`config.mk`:
```
export PLATFORM = sky130hd
export DESIGN_NAME = alu_result_display
export DESIGN_NICKNAME = d
export VERILOG_FILES = /design/src/rtl/alu_result_display_pkg.sv /design/src/rtl/alu_result_display_hex_to_seg7.sv /design/src/rtl/alu_result_display.sv
export SDC_FILE = /design/constraint.sdc
export NUM_CORES = 1
export LEC_CHECK = 0
export CORE_MARGIN = 4
export CORE_UTILIZATION = 30
export CTS_BUF_LIST = sky130_fd_sc_hd__clkbuf_4 sky130_fd_sc_hd__clkbuf_8 sky130_fd_sc_hd__clkbuf_16
export DETAILED_ROUTE_END_ITERATION = 10
export SYNTH_ARGS = -nofsm -noshare
export SYNTH_HDL_FRONTEND = slang
export SYNTH_SLANG_ARGS = --single-unit
```
`constraint.sdc`:
```
create_clock -name clk -period 3.3 [get_ports clk]
set_input_delay 0.33 -clock clk [delete_from_list [all_inputs] [get_ports clk]]
set_output_delay 0.33 -clock clk [all_outputs]
set_load 0.01 [all_outputs]
```
`src/rtl/alu_result_display_pkg.sv`:
```
// ---------------------------------------------------------------------------
// alu_result_display_pkg
//   Shared definitions for the ALU result display: the display FSM state
//   encoding, the fixed segment patterns and the default timing parameters.
//   No ports; imported with `import alu_result_display_pkg::*;`.
// ---------------------------------------------------------------------------
package alu_result_display_pkg;

    typedef enum logic [2:0] {
        IDLE,
        SHOW_HI,
        GAP_HI,
        SHOW_LO,
        GAP_LO
    } disp_state_t;

    // Segment patterns, bit order {g,f,e,d,c,b,a}, active-high.
    localparam logic [6:0] SEG_DASH  = 7'h40;
    localparam logic [6:0] SEG_BLANK = 7'h00;

    localparam int DEF_PRESCALE = 1000;
    localparam int DEF_DWELL    = 4;

endpackage

```
`src/rtl/alu_result_display_hex_to_seg7.sv`:
```
// ---------------------------------------------------------------------------
// hex_to_seg7
//   Combinational hex digit to seven-segment glyph decoder. Shared with the
//   upstream ALU top, so it stays free of any display-sequencing logic.
//   Ports:
//     nibble_i  in   4  hex digit 0..F
//     seg_o     out  7  segments {g,f,e,d,c,b,a}, active-high
// ---------------------------------------------------------------------------
module hex_to_seg7 (
    input  logic [3:0] nibble_i,
    output logic [6:0] seg_o
);

    always_comb begin
        unique case (nibble_i)
            4'h0: seg_o = 7'h3F;
            4'h1: seg_o = 7'h06;
            4'h2: seg_o = 7'h5B;
            4'h3: seg_o = 7'h4F;
            4'h4: seg_o = 7'h66;
            4'h5: seg_o = 7'h6D;
            4'h6: seg_o = 7'h7D;
            4'h7: seg_o = 7'h07;
            4'h8: seg_o = 7'h7F;
            4'h9: seg_o = 7'h6F;
            4'hA: seg_o = 7'h77;
            4'hB: seg_o = 7'h7C;
            4'hC: seg_o = 7'h39;
            4'hD: seg_o = 7'h5E;
            4'hE: seg_o = 7'h79;
            default: seg_o = 7'h71;
        endcase
    end

endmodule

```
`src/rtl/alu_result_display.sv`:
```
// ---------------------------------------------------------------------------
// alu_result_display
//   Shows an 8-bit ALU result on one seven-segment digit as a timed sequence:
//   high nibble, blank, low nibble, blank, then a dash while idle. Results
//   arriving mid-sequence wait in a one-entry buffer (newest wins).
//   Parameters:
//     PRESCALE  clk cycles per display tick (2..65535)
//     DWELL     ticks per display phase     (1..255)
//   Ports:
//     clk           in   1  system clock
//     rst_n         in   1  asynchronous active-low reset
//     ena           in   1  enable; low freezes all state
//     result        in   8  ALU sum to display
//     result_valid  in   1  single-cycle strobe qualifying result/carry
//     carry         in   1  ALU carry-out
//     seg_out       out  7  registered segments {g,f,e,d,c,b,a}
//     dp_out        out  1  registered decimal point
//     busy          out  1  high whenever the FSM is not IDLE
//   Build option:
//     DISP_CARRY_EN  when defined, dp_out shows the captured carry during the
//                    two SHOW phases; otherwise dp_out is tied low.
// ---------------------------------------------------------------------------
module alu_result_display
    import alu_result_display_pkg::*;
#(
    parameter int PRESCALE = DEF_PRESCALE,
    parameter int DWELL    = DEF_DWELL
) (
    input  logic       clk,
    input  logic       rst_n,
    input  logic       ena,
    input  logic [7:0] result,
    input  logic       result_valid,
    input  logic       carry,
    output logic [6:0] seg_out,
    output logic       dp_out,
    output logic       busy
);

    localparam logic [15:0] PRESC_LAST = 16'(PRESCALE - 1);
    localparam logic [7:0]  DWELL_LAST = 8'(DWELL - 1);

    disp_state_t state_q, state_d;
    logic [15:0] presc_q, presc_d;
    logic [7:0]  dwell_q, dwell_d;
    logic [7:0]  data_q, data_d;
    logic [7:0]  pend_q, pend_d;
    logic        pend_full_q, pend_full_d;
    logic [6:0]  seg_q, seg_d;
    logic        armed_q;

    logic        tick, phase_end, lo_exit;
    logic        load_new, load_pend, store_pend;
    logic        show_d;
    logic [3:0]  nibble_d;
    logic [6:0]  glyph_d;

    // Reset release is taken through armed_q so the first capture lands on
    // the second clk edge after rst_n rises; the first edge only arms it.
    always_ff @(posedge clk or negedge rst_n) begin
        if (!rst_n) begin
            armed_q <= 1'b0;
        end else if (ena) begin
            armed_q <= 1'b1;
        end
    end

    always_comb begin
        tick       = (presc_q == PRESC_LAST);
        phase_end  = tick && (dwell_q == DWELL_LAST);
        lo_exit    = (state_q == GAP_LO) && phase_end;
        // A strobe on the GAP_LO exit cycle goes straight to the display and
        // supersedes whatever is pending.
        load_new   = result_valid && (((state_q == IDLE) && armed_q) || lo_exit);
        load_pend  = lo_exit && !result_valid && pend_full_q;
        store_pend = result_valid && (state_q != IDLE) && !lo_exit;

        // NOTE: every combinational output gets a default first, so no path
        // through the case statements leaves a latch behind.
        state_d     = state_q;
        presc_d     = 16'd0;
        dwell_d     = 8'd0;
        data_d      = load_new ? result : (load_pend ? pend_q : data_q);
        pend_d      = store_pend ? result : pend_q;
        pend_full_d = store_pend || (pend_full_q && !lo_exit);

        if (state_q == IDLE) begin
            if (load_new) begin
                state_d = SHOW_HI;
            end
        end else begin
            presc_d = tick ? 16'd0 : presc_q + 16'd1;
            dwell_d = dwell_q;
            if (tick) begin
                dwell_d = phase_end ? 8'd0 : dwell_q + 8'd1;
            end
            if (phase_end) begin
                unique case (state_q)
                    SHOW_HI: state_d = GAP_HI;
                    GAP_HI:  state_d = SHOW_LO;
                    SHOW_LO: state_d = GAP_LO;
                    GAP_LO:  state_d = (load_new || load_pend) ? SHOW_HI : IDLE;
                    default: state_d = IDLE;
                endcase
            end
        end

        // Outputs are decoded from the next state so the registered glyph
        // appears in the same cycle the FSM enters the phase.
        show_d   = (state_d == SHOW_HI) || (state_d == SHOW_LO);
        nibble_d = (state_d == SHOW_HI) ? data_d[7:4] : data_d[3:0];
        unique case (state_d)
            IDLE:             seg_d = SEG_DASH;
            SHOW_HI, SHOW_LO: seg_d = glyph_d;
            default:          seg_d = SEG_BLANK;
        endcase
    end

    hex_to_seg7 u_hex_to_seg7 (
        .nibble_i (nibble_d),
        .seg_o    (glyph_d)
    );

    // NOTE: sequential state uses non-blocking assignments only, so every
    // register samples the pre-edge values regardless of block ordering.
    always_ff @(posedge clk or negedge rst_n) begin
        if (!rst_n) begin
            state_q     <= IDLE;
            presc_q     <= 16'd0;
            dwell_q     <= 8'd0;
            pend_full_q <= 1'b0;
            seg_q       <= SEG_DASH;
        end else if (ena) begin
            state_q     <= state_d;
            presc_q     <= presc_d;
            dwell_q     <= dwell_d;
            pend_full_q <= pend_full_d;
            seg_q       <= seg_d;
        end
    end

    // NOTE: data payload registers carry no reset; their contents are only
    // observed after a strobe has written them, as qualified by state and
    // pend_full_q.
    always_ff @(posedge clk) begin
        if (ena) begin
            data_q <= data_d;
            pend_q <= pend_d;
        end
    end

`ifdef DISP_CARRY_EN
    logic carry_q, pend_carry_q, dp_q;

    always_ff @(posedge clk or negedge rst_n) begin
        if (!rst_n) begin
            carry_q      <= 1'b0;
            pend_carry_q <= 1'b0;
            dp_q         <= 1'b0;
        end else if (ena) begin
            if (load_new) begin
                carry_q <= carry;
            end else if (load_pend) begin
                carry_q <= pend_carry_q;
            end
            if (store_pend) begin
                pend_carry_q <= carry;
            end
            dp_q <= show_d && (load_new ? carry : (load_pend ? pend_carry_q : carry_q));
        end
    end

    assign dp_out = dp_q;
`else
    logic unused_carry;
    logic unused_show;
    assign unused_carry = carry;
    assign unused_show  = show_d;
    assign dp_out       = 1'b0;
`endif

    assign seg_out = seg_q;
    assign busy    = (state_q != IDLE);

endmodule

```
==> flow_metrics.env <==
export IMPL_outcome="finished, final reports clean"
export IMPL_timing_final_max_slew_violations=0
export IMPL_place_worst_setup_slack_ps=194
export IMPL_worst_setup_path_endpoint="seg_out[3]$_DFFE_PN0P_"
export IMPL_timing_setup_critical_path_class="flip-flop to flip-flop"
export IMPL_unrepaired_setup_endpoints_after_global_routing="no"
export IMPL_global_route_usage_total_pct=11.5
export IMPL_ant_nets=0
export IMPL_setup_worst_path_end_class="flip-flop"
export IMPL_pin_count_of_the_biggest_net_entering_global_routing=37
export IMPL_gp_congestion=0.803
export IMPL_cellLeakagePower_nw=1.43
export IMPL_portBuffers=19
export IMPL_synth_edf_count=16
export IMPL_slew_limit_headroom_pct=46.0
export IMPL_synthCells=292
export IMPL_grt_overflow_total=0
export IMPL_yosysMostFrequentCell="dfrtp_1"
export IMPL_finalCritPeriodShare_pct=92.3
export IMPL_synth_ff_latch_count=52
export IMPL_routedWlPerCell_microns=13.5
export IMPL_yosys_warnings=0
export IMPL_postSynthAreaPerCell_sq_um=10.1
export IMPL_cts_clk_slew_worst_paths_ps=100
export IMPL_cts_hold_buf=0
export IMPL_final_cells=455
export IMPL_antenna_found_initial=0
export IMPL_drcViolationCount=0
export IMPL_internal_portion_of_total_power_mw=1.14
export IMPL_critPathLaunch="presc_q[12]$_DFFE_PN0P_"
export IMPL_reg2regPathDepth=11
export IMPL_fillCellCount=958
export IMPL_clock_sinks=52
export IMPL_upper_clock_frequency_limit_mhz=328
export IMPL_switching_share_of_power_pct=29.6
export IMPL_synth_flop_cell="dfrtp_1"
export IMPL_synthesis_area_sq_mm=0.00295
export IMPL_critPathRequiredTime_ps=3490
export IMPL_critPathArrivalTime_ps=3230
export IMPL_reg2reg_launch_point="presc_q[12]$_DFFE_PN0P_"
export IMPL_totalPowerFinal_mw=1.62
export IMPL_post_synth_num_cell_types=55
export IMPL_first_global_vias=2276
export IMPL_power_density_mw_per_mm2=465
export IMPL_drive_gt1_share_pct=13.5
export IMPL_num_antenna_cells=0
export IMPL_cp_start_kind="flip-flop"
export IMPL_clock_power_share_pct=26.8
export IMPL_post_synth_arst_share_pct=69.2
export IMPL_timing_rr_end="seg_out[3]$_DFFE_PN0P_"
export IMPL_chipWidth_microns=107
export IMPL_hold_path_class="primary input to async pin"
export IMPL_avgViaCountPerCell=4.96
export IMPL_setup_tns_final_ps=0
export IMPL_power_frac_comb_pct=21.7
export IMPL_io_pins=22
export IMPL_post_place_cells=446
export IMPL_r2r_setup_slack_ps=250
export IMPL_synth_common_cells="35 x dfrtp_1, 32 x nand2_1, 25 x o21ai_0"
export IMPL_detailed_place_hpwl_microns=4390
export IMPL_final_hold_vios=0
export IMPL_floorplan_rows=35
export IMPL_syn_to_final_growth_pct=18.4
export IMPL_p_sw_uw=480
export IMPL_numCtsBuffers=5
export IMPL_post_route_worst_setup_slack_ps=253
export IMPL_drt_pre_antenna_iters=4
export IMPL_yosys_area_top_type_share_pct=29.7
export IMPL_start_util_pct=31.3
export IMPL_routed_wl_microns=6150
export IMPL_std_cell_core_area_sq_mm=0.00942
export IMPL_synth_area_top_cells="dfrtp_1 30%, edfxtp_1 16%, o21ai_0 4.2%, nand2_1 4.1%, ha_1 3.0%"
export IMPL_via_count=2256
export IMPL_synth_top_cell_by_area="dfrtp_1"
export IMPL_clock_root_buffer="clkbuf_8"
export IMPL_synth_sequential_area_ratio_pct=46.9
export IMPL_max_slew_worst_pin_slew_ps=810
export IMPL_finClkSkew_ps=10.0
export IMPL_layout_min_cycle_time_ps=3050
export IMPL_crit_path_max_fanout=7
export IMPL_setup_viol_count_final=0
export IMPL_p_seq_share_pct=51.5
export IMPL_max_vdd_ir_drop_v=0.000184
export IMPL_grt_first_pass_wirelength_microns=10900
export IMPL_cts_htree_levels=2
export IMPL_synth_nets=312
export IMPL_die_height_microns=107
export IMPL_max_cap_violations=0
export IMPL_cts_tree="done"
export IMPL_first_iter_violations=147
export IMPL_fp_dieArea_sq_mm=0.0115
export IMPL_worstSkewPairLatency_ps=300
export IMPL_fin_nets=345
export IMPL_clock_path_buffers=2
-- cells in the final DEF, fill, tap and decap left out, types with 9 or more instances in the layout --
master and instances:
a21oi_1 9, clkdlybuf4s50_1 18, buf_4 18, dfrtp_1 35, edfxtp_1 16, nand3_1 16, o21ai_0 25, inv_1 13
nand2_1 31, nor2_1 22
-- stage by stage --
step | cell area (sq um) | util (%) | hold WS, ps
after global placement | 3370 | 35.8 | 467
after CTS | 3480 | 37.0 | 150
after detailed placement | 3370 | 35.8 | 469
final | 3490 | 37.1 | 105
after floorplan | 2950 | - | 34.4
after global routing | 3490 | 37.1 | 184
-- cells by family (layout without fill, tap and decap cells) --
logic type	Yosys count	after routing	synth area share, %
simple gates	115	115	22.0
compound gates	79	79	20.1
flops	52	52	46.9
buf+inv	24	58	3.48
xor+xnor	8	8	2.38
fa+ha+maj	7	7	2.97
mux	6	6	2.04
other cells	1	1	0.127
-- layout make-up --
type	instances	area (sq um)	share of cell area [%]
Multi-Input combinational cell	216	1470	42.0
Timing Repair Buffer	37	320	9.18
Inverter	13	48.8	1.40
Clock buffer	5	68.8	1.97
Sequential cell	52	1380	39.6
Tap cell	129	161	4.63
Clock inverter	3	42.5	1.22
-- power by group through the flow --
stage                     clock network (mW)  logic (mW)  registers (mW)
after CTS                              0.452       0.356           0.834
after detailed placement                   0       0.354           0.846
after floorplan                            0       0.224           0.832
final                                  0.435       0.352           0.835
after global routing                   0.479       0.400           0.852
after global placement                     0       0.345           0.843
-- routing by layer --
| metal | track usage (%) | up-vias | wire, microns |
|---|---|---|---|
| met3 | 2.11 | 4 | 189 |
| li1 | - | 1134 | - |
| met5 | 0 | - | 0 |
| met1 | 15.7 | 1084 | 3030 |
| met2 | 18.5 | 34 | 2870 |
| met4 | 3.29 | 0 | 70 |
-- registers in the layout, summed over array words and instances, names as in the netlist --
register / cells
presc_q: 16
data_q: 8
dwell_q: 8
pend_q: 8
seg_out: 7
state_q: 3
armed_q: 1
pend_full_q: 1
-- repair_timing --
item,in CTS,in global routing
setup endpoints to repair,0,5
gates resized for setup,0,1
buffers inserted,0,1
-- worst min-delay path by stage --
stage / startpoint / to / slack [ps] / depth (start not counted)
after global routing: rst_n / presc_q[15]$_DFFE_PN0P_ / 180 / 1
final: rst_n / presc_q[14]$_DFFE_PN0P_ / 110 / 1
after floorplan: rst_n / armed_q$_DFFE_PN0P_ / 30 / 0
after detailed placement: dwell_q[7]$_DFFE_PN0P_ / dwell_q[7]$_DFFE_PN0P_ / 470 / 1
after CTS: rst_n / presc_q[14]$_DFFE_PN0P_ / 150 / 1
after global placement: dwell_q[7]$_DFFE_PN0P_ / dwell_q[7]$_DFFE_PN0P_ / 470 / 1
-- worst max-delay path, cell delays in order (launching register included) --
cell      delay, ps
dfrtp_1         460
nor4_4          420
nand4_4         240
o31ai_4         430
a22o_1          290
a311oi_4         60
buf_4           180
inv_1            70
ha_1            230
mux2i_1          90
and3_1          190
a221o_1         250
Note: power is estimated with default switching activity, not from simulation.
